### src/rtl/pal_cfg_if.sv
// Configuration port bundle for pal_macrocell_array: serial load/commit
// control from the host (master) and load status plus chain out from the
// fabric (slave).
interface pal_cfg_if;
   logic cfg_en;    // high = shift; sampled falling level = commit request
   logic cfg_in;    // serial config bit, MSB of the config vector first
   logic cfg_done;  // sticky: last load committed
   logic cfg_err;   // sticky: last load had wrong length and was discarded
   logic cfg_out;   // serial chain out (readback build only, else 0)

   modport master (
      output cfg_en,
      output cfg_in,
      input  cfg_done,
      input  cfg_err,
      input  cfg_out
   );

   modport slave (
      input  cfg_en,
      input  cfg_in,
      output cfg_done,
      output cfg_err,
      output cfg_out
   );
endinterface

### src/rtl/pal_macrocell_array.sv
// pal_macrocell_array: parametrised PAL fabric (AND plane, OR plane and one
// macrocell per output with registered/combinational select, output
// inversion and registered feedback into the AND plane).
// Configuration is shifted into a shadow chain and copied into the active
// config only when exactly CFG_BITS bits were loaded, so the live fabric
// never runs on a partial config.
// Optional feature macro: PAL_READBACK_EN. When defined, cfg_out is the
// shadow chain MSB and the shadow reloads from the active config on the
// edge after a commit, so the next load streams the active config out.
module pal_macrocell_array #(
   parameter int N = 8,   // primary input variables
   parameter int P = 10,  // product terms
   parameter int M = 4    // outputs / macrocells
) (
   input  logic          clk,
   input  logic          res_n,
   pal_cfg_if.slave      cfg,
   input  logic [N-1:0]  in_vars,
   output logic [M-1:0]  out_vals
);

   localparam int L        = 2 * (N + M);            // literals per term
   localparam int CFG_BITS = P * L + M * P + 2 * M;  // config vector length
   localparam int A_BASE   = P * L;                  // OR plane base
   localparam int B_BASE   = A_BASE + M * P;         // macrocell bits base
   localparam int CNT_W    = $clog2(CFG_BITS + 2);

   localparam logic [CNT_W-1:0] CNT_FULL = CNT_W'(CFG_BITS);
   localparam logic [CNT_W-1:0] CNT_SAT  = CNT_W'(CFG_BITS + 1);

   typedef enum logic [0:0] {
      ST_IDLE  = 1'b0,
      ST_SHIFT = 1'b1
   } state_t;

   state_t              state_q, state_d;
   logic [CFG_BITS-1:0] shadow_q, shadow_d;
   logic [CFG_BITS-1:0] active_q, active_d;
   logic [CNT_W-1:0]    cnt_q, cnt_d;
   logic [M-1:0]        q_q, q_d;
   logic                done_q, done_d;
   logic                err_q, err_d;
   logic                commit_s;

   logic [L-1:0]        lit_s;
   logic [P-1:0]        term_s;
   logic [M-1:0]        sum_s;

   // Literal order: in_vars, ~in_vars, q, ~q. Feedback is taken from the
   // macrocell registers only, which keeps the fabric free of loops.
   assign lit_s = {~q_q, q_q, ~in_vars, in_vars};

   genvar gp, gm;
   generate
      for (gp = 0; gp < P; gp++) begin : g_term
         // A term with no literal selected is forced to 0.
         assign term_s[gp] = (|active_q[gp*L +: L]) &
                             (&(lit_s | ~active_q[gp*L +: L]));
      end
      for (gm = 0; gm < M; gm++) begin : g_cell
         assign sum_s[gm]    = |(active_q[A_BASE + gm*P +: P] & term_s);
         assign out_vals[gm] = (active_q[B_BASE + 2*gm] ? q_q[gm] : sum_s[gm])
                               ^ active_q[B_BASE + 2*gm + 1];
      end
   endgenerate

`ifdef PAL_READBACK_EN
   logic reload_q, reload_d;
   assign cfg.cfg_out = shadow_q[CFG_BITS-1];
`else
   assign cfg.cfg_out = 1'b0;
`endif

   assign cfg.cfg_done = done_q;
   assign cfg.cfg_err  = err_q;

   // Load FSM next state: shifting, length check, atomic commit.
   always_comb begin
      state_d  = state_q;
      shadow_d = shadow_q;
      active_d = active_q;
      cnt_d    = cnt_q;
      done_d   = done_q;
      err_d    = err_q;
      commit_s = 1'b0;
`ifdef PAL_READBACK_EN
      reload_d = 1'b0;
`endif
      case (state_q)
         ST_IDLE: begin
            if (cfg.cfg_en) begin
               shadow_d = {shadow_q[CFG_BITS-2:0], cfg.cfg_in};
               cnt_d    = CNT_W'(1);
               done_d   = 1'b0;
               err_d    = 1'b0;
               state_d  = ST_SHIFT;
            end else begin
`ifdef PAL_READBACK_EN
               if (reload_q) begin
                  shadow_d = active_q;
               end else begin
                  shadow_d = shadow_q;
               end
`else
               shadow_d = shadow_q;
`endif
            end
         end
         ST_SHIFT: begin
            if (cfg.cfg_en) begin
               shadow_d = {shadow_q[CFG_BITS-2:0], cfg.cfg_in};
               if (cnt_q != CNT_SAT) begin
                  cnt_d = cnt_q + CNT_W'(1);
               end else begin
                  cnt_d = cnt_q;
               end
            end else begin
               if (cnt_q == CNT_FULL) begin
                  active_d = shadow_q;
                  done_d   = 1'b1;
                  commit_s = 1'b1;
`ifdef PAL_READBACK_EN
                  reload_d = 1'b1;
`endif
               end else begin
                  err_d = 1'b1;
               end
               cnt_d   = {CNT_W{1'b0}};
               state_d = ST_IDLE;
            end
         end
         default: begin
            state_d = ST_IDLE;
            cnt_d   = {CNT_W{1'b0}};
         end
      endcase
   end

   // Macrocell registers capture the sum, except on the commit edge.
   always_comb begin
      if (commit_s) begin
         q_d = {M{1'b0}};
      end else begin
         q_d = sum_s;
      end
   end

   // State, config and macrocell registers.
   always_ff @(posedge clk or negedge res_n) begin
      if (!res_n) begin
         state_q  <= ST_IDLE;
         shadow_q <= {CFG_BITS{1'b0}};
         active_q <= {CFG_BITS{1'b0}};
         cnt_q    <= {CNT_W{1'b0}};
         q_q      <= {M{1'b0}};
         done_q   <= 1'b0;
         err_q    <= 1'b0;
      end else begin
         state_q  <= state_d;
         shadow_q <= shadow_d;
         active_q <= active_d;
         cnt_q    <= cnt_d;
         q_q      <= q_d;
         done_q   <= done_d;
         err_q    <= err_d;
      end
   end

`ifdef PAL_READBACK_EN
   // One-cycle marker after a commit that triggers the shadow reload.
   always_ff @(posedge clk or negedge res_n) begin
      if (!res_n) begin
         reload_q <= 1'b0;
      end else begin
         reload_q <= reload_d;
      end
   end
`endif

endmodule

### src/flat_wrapper.sv
// flat-port wrapper written by rule: the top's interface ports become plain ports
module pal_macrocell_array_flat 
#(
   parameter int N = 8,                             
   parameter int P = 10,                  
   parameter int M = 4                           
)
  (clk, res_n, in_vars, out_vals, cfg_cfg_en, cfg_cfg_in, cfg_cfg_done, cfg_cfg_err, cfg_cfg_out);
  pal_cfg_if cfg_i ();
  input  logic clk;
  input  logic res_n;
  input  logic [N-1:0] in_vars;
  output logic [M-1:0] out_vals;
  input wire logic [$bits(cfg_i.cfg_en)-1:0] cfg_cfg_en;
  input wire logic [$bits(cfg_i.cfg_in)-1:0] cfg_cfg_in;
  output wire logic [$bits(cfg_i.cfg_done)-1:0] cfg_cfg_done;
  output wire logic [$bits(cfg_i.cfg_err)-1:0] cfg_cfg_err;
  output wire logic [$bits(cfg_i.cfg_out)-1:0] cfg_cfg_out;
  assign cfg_i.cfg_en = cfg_cfg_en;
  assign cfg_i.cfg_in = cfg_cfg_in;
  assign cfg_cfg_done = cfg_i.cfg_done;
  assign cfg_cfg_err = cfg_i.cfg_err;
  assign cfg_cfg_out = cfg_i.cfg_out;
  pal_macrocell_array #(.N(N), .P(P), .M(M)) u_core (.clk(clk), .res_n(res_n), .cfg(cfg_i), .in_vars(in_vars), .out_vals(out_vals));
endmodule
### config.mk
export PLATFORM = sky130hd
export DESIGN_NAME = pal_macrocell_array_flat
export DESIGN_NICKNAME = d
export VERILOG_FILES = /design/src/rtl/pal_cfg_if.sv /design/src/rtl/pal_macrocell_array.sv /design/src/flat_wrapper.sv
export SDC_FILE = /design/constraint.sdc
export NUM_CORES = 1
export LEC_CHECK = 0
export CAP_MARGIN = 20
export CORE_MARGIN = 1.5
export CORE_UTILIZATION = 30
export DETAILED_ROUTE_END_ITERATION = 8
export PLACE_DENSITY_LB_ADDON = 0.05
export SETUP_SLACK_MARGIN = 0.05
export SYNTH_ARGS = -nofsm -noshare
export SYNTH_HDL_FRONTEND = slang
export SYNTH_SLANG_ARGS = --single-unit
### constraint.sdc
create_clock -name clk -period 8.65 [get_ports clk]
set_clock_uncertainty 0.1 [all_clocks]
set_input_delay 1.73 -clock clk [delete_from_list [all_inputs] [get_ports clk]]
set_output_delay 1.73 -clock clk [all_outputs]
set_load 0.01 [all_outputs]
# [After elaboration in Yosys (flattened, before gate mapping)]
# Index checks and enable logic that the tools add are counted.
[totals] register_bits=592 n_memories=0 input_bits=12 word_cells=106 rom_bits=0 ram_bits=0 out_inout_bits=7 latchBits=0
[op_classes] add_sub_neg=1 shift=0 mux=21 bitwise_logic=42 n_eq_ne=7 order_cmp=0 div_mod_pow=0 reduce_logical=28 mul=0
[ops] cell="$mux 288" n=1
[ops] cell="$not 24->24" n=10
[ops] cell="$or 24x24->24" n=10
[ops] cell="$reduce_and 24->1" n=10
[ops] cell="$reduce_or 24->1" n=10
[ops] cell="$and 10x10->10" n=4
[ops] cell="$reduce_or 10->1" n=4
[ops] cell="$mux 9" n=3
[ops] cell="$pmux 9 s2" n=1
[ops] cell="$mux 1" n=13
[ops] cell="$and 1x1->1" n=10
[ops] cell="$add 9x1->9 const B" n=1
[ops] cell="$eq 9x9->1 const B" n=1
[ops] cell="$ne 9x9->1 const B" n=1
[ops] cell="$reduce_and 3->1" n=3
[ops] cell="$ne 2x2->1 const B" n=4
[ops] cell="$not 8->8" n=1
[ops] cell="$mux 4" n=1
[ops] cell="$not 4->4" n=1
[ops] cell="$pmux 1 s2" n=2
[ops] cell="$xor 1x1->1" n=4
[ops] cell="$ne 3x3->1 const B" n=1
[ops] cell="$not 1->1" n=2
[ops] cell="$reduce_and 2->1" n=1

# [Logic depth before layout (Yosys ltp)]
[depth] depth_word=8 ltp_mapped=8 depth_no_buf=7

# [Worst setup path before layout]
# Ideal clock, no wire load.
[synth_timing] kind="input to output" from="input in_vars[0]" to="output out_vals[1]" t_arrival_ns=3.765 cell_stages=8 path_buffers=1 setup_slack_ns=3.055 t_required_ns=6.820 path_cell_list="clkbuf_1 > mux2i_1 > nand2_1 > a2111oi_0 > nor4bb_1 > nor4_1 > a41oi_1 > xor2_1"
[synth_between] elab_chain_len=8 word_cells_on_any_way=35 classes_between="mux (1); bitwise (23); reduce/logical (11)"
[synth_lines] element="from (decl)" line_no="flat_wrapper.sv:12" rtl="input logic [N-1:0] in_vars;"
[synth_lines] element="$not 8->8" line_no="pal_macrocell_array.sv:51" rtl="assign lit_s = {~q_q, q_q, ~in_vars, in_vars};"
[synth_lines] element="$or 24x24->24" line_no="pal_macrocell_array.sv:58" rtl="(&(lit_s | ~active_q[gp*L +: L]));"
[synth_lines] element="$reduce_and 24->1" line_no="pal_macrocell_array.sv:58"
[synth_lines] element="$and 1x1->1" line_no="pal_macrocell_array.sv:57" rtl="assign term_s[gp] = (|active_q[gp*L +: L]) &"
[synth_lines] element="$and 10x10->10 *" line_no="pal_macrocell_array.sv:61" rtl="assign sum_s[gm] = |(active_q[A_BASE + gm*P +: P] & term_s);"
[synth_lines] element="$reduce_or 10->1 *" line_no="pal_macrocell_array.sv:61"
[synth_lines] element="$mux 1 *" line_no="pal_macrocell_array.sv:62" rtl="assign out_vals[gm] = (active_q[B_BASE + 2*gm] ? q_q[gm] : sum_s[gm])"
[synth_lines] element="$xor 1x1->1 *" line_no="pal_macrocell_array.sv:63" rtl="^ active_q[B_BASE + 2*gm + 1];"
[synth_lines] element="to (decl)" line_no="flat_wrapper.sv:13" rtl="output logic [M-1:0] out_vals;"
# Mark *: on every way between the ends. The rest lies on a longest branch, timed or not.

# [Worst setup path after layout]
[layout_timing] from="input in_vars[7]" to="output out_vals[3]"
# The elaborated chain is that of the path after synthesis.

==> impl_metrics.json <==
{
  "run_status": "complete, no violations",
  "worstReg2RegStart": "u_core.cnt_q[4]",
  "avgSynthCellArea_um2": 14.7,
  "cts_root_buf": "clkbuf_16",
  "cp-end-kind": "output port",
  "wirelength_mm": 63.3,
  "cts_setup_buffers": 0,
  "vias": 14000,
  "hold_path_class": "reg2reg",
  "grt_pass1_vias": 14800,
  "rows": 104,
  "path_clk_slew_ns": 0.06,
  "synth_cell_types": 53,
  "post_drt_wl_per_cell_um": 22.4,
  "yosysWarnings": 0,
  "fmax_mhz": 132,
  "syn2layout_area_growth_pct": 14.5,
  "mostFrequentLayoutCells": "dfrtp_1, mux2_2, mux2_1, mux2i_1, clkbuf_16",
  "ir_drop_v": 0.000129,
  "antenna_found_initial": 1,
  "yosys.area.top_type": "dfrtp_1",
  "grt_usage_pct": 15.6,
  "cts_resized": 0,
  "numCtsBuffers": 71,
  "ys_seq_area_share_pct": 60.1,
  "drv_cap": 0,
  "portBuffers": 17,
  "viasPerCell": 4.95,
  "synth_area_um2": 24600,
  "die_width_um": 290,
  "syn_inst": 1670,
  "powerDensity_nw_per_um2": 214,
  "place_area_um2": 25900,
  "drcViolationCount": 0,
  "synth-async-reset-ratio_pct": 100,
  "synth_seq_cells": 592,
  "timing_worst_setup_path_type": "in2out",
  "clockBufferDepth": 3,
  "cts_max_level": 3,
  "setup_viol": 0,
  "dr.pass1.iters": 5,
  "ys_top_cells_by_area": "dfrtp_1, mux2_2, mux2_1",
  "cts_sinks": 592,
  "cts_tree": "done",
  "drv_slew": 0,
  "start_kind": "input pin",
  "hpwl_mm": 40.7,
  "finalPower_uw": 6030,
  "io_pins": 19,
  "core_um2": 80900,
  "syn_nets": 1685,
  "critPathMaxFanout": 10,
  "startpoint": "in_vars[7]",
  "rsz0062_at_grt": "no",
  "start_util_pct": 30.4,
  "arrival_ns": 5.74,
  "pre_cts_slack_ns": 1.04,
  "place_congestion": 0.795,
  "relSlewSlack_pct": 11.0,
  "layout_commonest_cell": "dfrtp_1",
  "grt.overflow.total": 0,
  "synth_top_cell_area_share_pct": 60.1,
  "grt_start_max_net_pins": 152,
  "hold_viol": 0,
  "drtIter0Drc": 688,
  "layout.nets": 1727,
  "min-delay-start": "u_core.active_q[244]",
  "drive_above_1_share_pct": 29.2,
  "finalSetupTns_ns": 0,
  "utilization_pct": 34.9,
  "setup_ws_ns": 1.08,
  "synth-edff-count": 0,
  "dieArea_um2": 83800,
  "fin_crit_sh_pct": 87.5,
  "grt_pass1_wl_mm": 98.8,
  "p_leak_uw": 0.0142,
  "diodes": 0,
  "cts_hold_buf": 0,
  "worstMarginPinSlew_ns": 1.33,
  "stdcell_area_um2": 28200,
  "die_h_um": 290,
  "clk_latency_ns": 0.60,
  "antenna_left": 0,
  "cp.required_ns": 6.82,
  "synthFlopType": "dfrtp_1",
  "fin_crit_ns": 7.57
}
[sequential cells by signal, summed over array words and instances (netlist names)]
signal,cells
u_core.active_q,288
u_core.shadow_q,288
u_core.cnt_q,9
u_core.q_q,4
u_core.cfg.cfg_done,1
u_core.cfg.cfg_err,1
u_core.state_q,1
[metal layers]
layer | track usage, % | vias to the layer above | wire length [µm]
li1 | - | 6256 | -
met1 | 22.1 | 7476 | 30700
met2 | 24.6 | 169 | 29500
met3 | 2.57 | 86 | 1720
met4 | 4.15 | 0 | 1480
met5 | 0 | - | 0
[critical path: stages]
cell             delay, ns
clkdlybuf4s50_1       1.21
nand2b_1              0.20
nand3_1               0.07
or4_1                 0.59
nor3_1                0.53
a22oi_1               0.19
a41oi_1               0.46
xor2_1                0.18
clkdlybuf4s50_1       0.55
[final cells by class]
cell class	count	area, µm²
clock buffers	111	2160
flip-flops and latches	592	14800
repair buffers	49	470
fillers	7910	52700
inverters	16	60.1
clock inverters	14	113
well taps	1060	1330
multi-input cells	982	9270
[cell families after synthesis]
group	count (synthesis)	share of synthesized area, %
AOI/OAI and AO/OA	79	2.15
xor gates and xnor gates	8	0.284
adders and majority gates	3	0.152
buffers and inverters	96	2.25
DFF	592	60.1
muxes	657	29.6
other	1	0.0152
and+or+nand+nor	234	5.38
[worst paths after layout]
| check | end | slack [ns] | cells past startpoint |
|---|---|---|---|
| setup / recovery | out_vals[3] | 1.08 | 9 |
| hold / removal | u_core.active_q[244] | 0.38 | 1 |
| setup reg to reg | u_core.active_q[146] | 4.53 | 7 |
| hold reg to reg | u_core.active_q[244] | 0.38 | 1 |
| max in group asynchronous | u_core.shadow_q[132] | 5.82 | 2 |
| min in group asynchronous | u_core.cnt_q[4] | 1.05 | 1 |
[cells in the mapped netlist (3+ instances only)]
| library cell | number |
|---|---|
| mux2_1 | 204 |
| a21oi_1 | 7 |
| a32oi_1 | 3 |
| ha_1 | 3 |
| clkbuf_1 | 34 |
| nor2b_1 | 8 |
| o21ai_0 | 28 |
| mux2i_1 | 82 |
| o2111ai_1 | 4 |
| buf_6 | 20 |
| a31oi_1 | 6 |
| nand3_1 | 11 |
| nor2_1 | 18 |
| nor3_1 | 9 |
| nand2b_1 | 9 |
| nor4_1 | 66 |
| dfrtp_1 | 592 |
| buf_4 | 9 |
| nand2_1 | 49 |
| a22o_1 | 3 |
| buf_1 | 9 |
| mux2_2 | 371 |
| a22oi_1 | 7 |
| inv_1 | 16 |
| a2111oi_0 | 3 |
| nand4_1 | 26 |
| a211oi_1 | 3 |
| xor2_1 | 6 |
| or4_1 | 7 |
| buf_2 | 8 |
| and3_1 | 15 |
| and4_1 | 6 |
[metrics by stage]
stage,hold WS (ns),instances
detailed placement,0.367,2699
global placement,0.361,2699
CTS,0.386,2824
floorplan,0.336,1670
global route,0.412,2824
finish,0.381,2824
[power breakdown]
part           internal (µW)  switching, µW  total [µW]
Combinational           94.9            140         235
Clock                   1740           1170        2920
Sequential              2830           50.1        2880
Note: power is estimated with default switching activity, not from simulation.
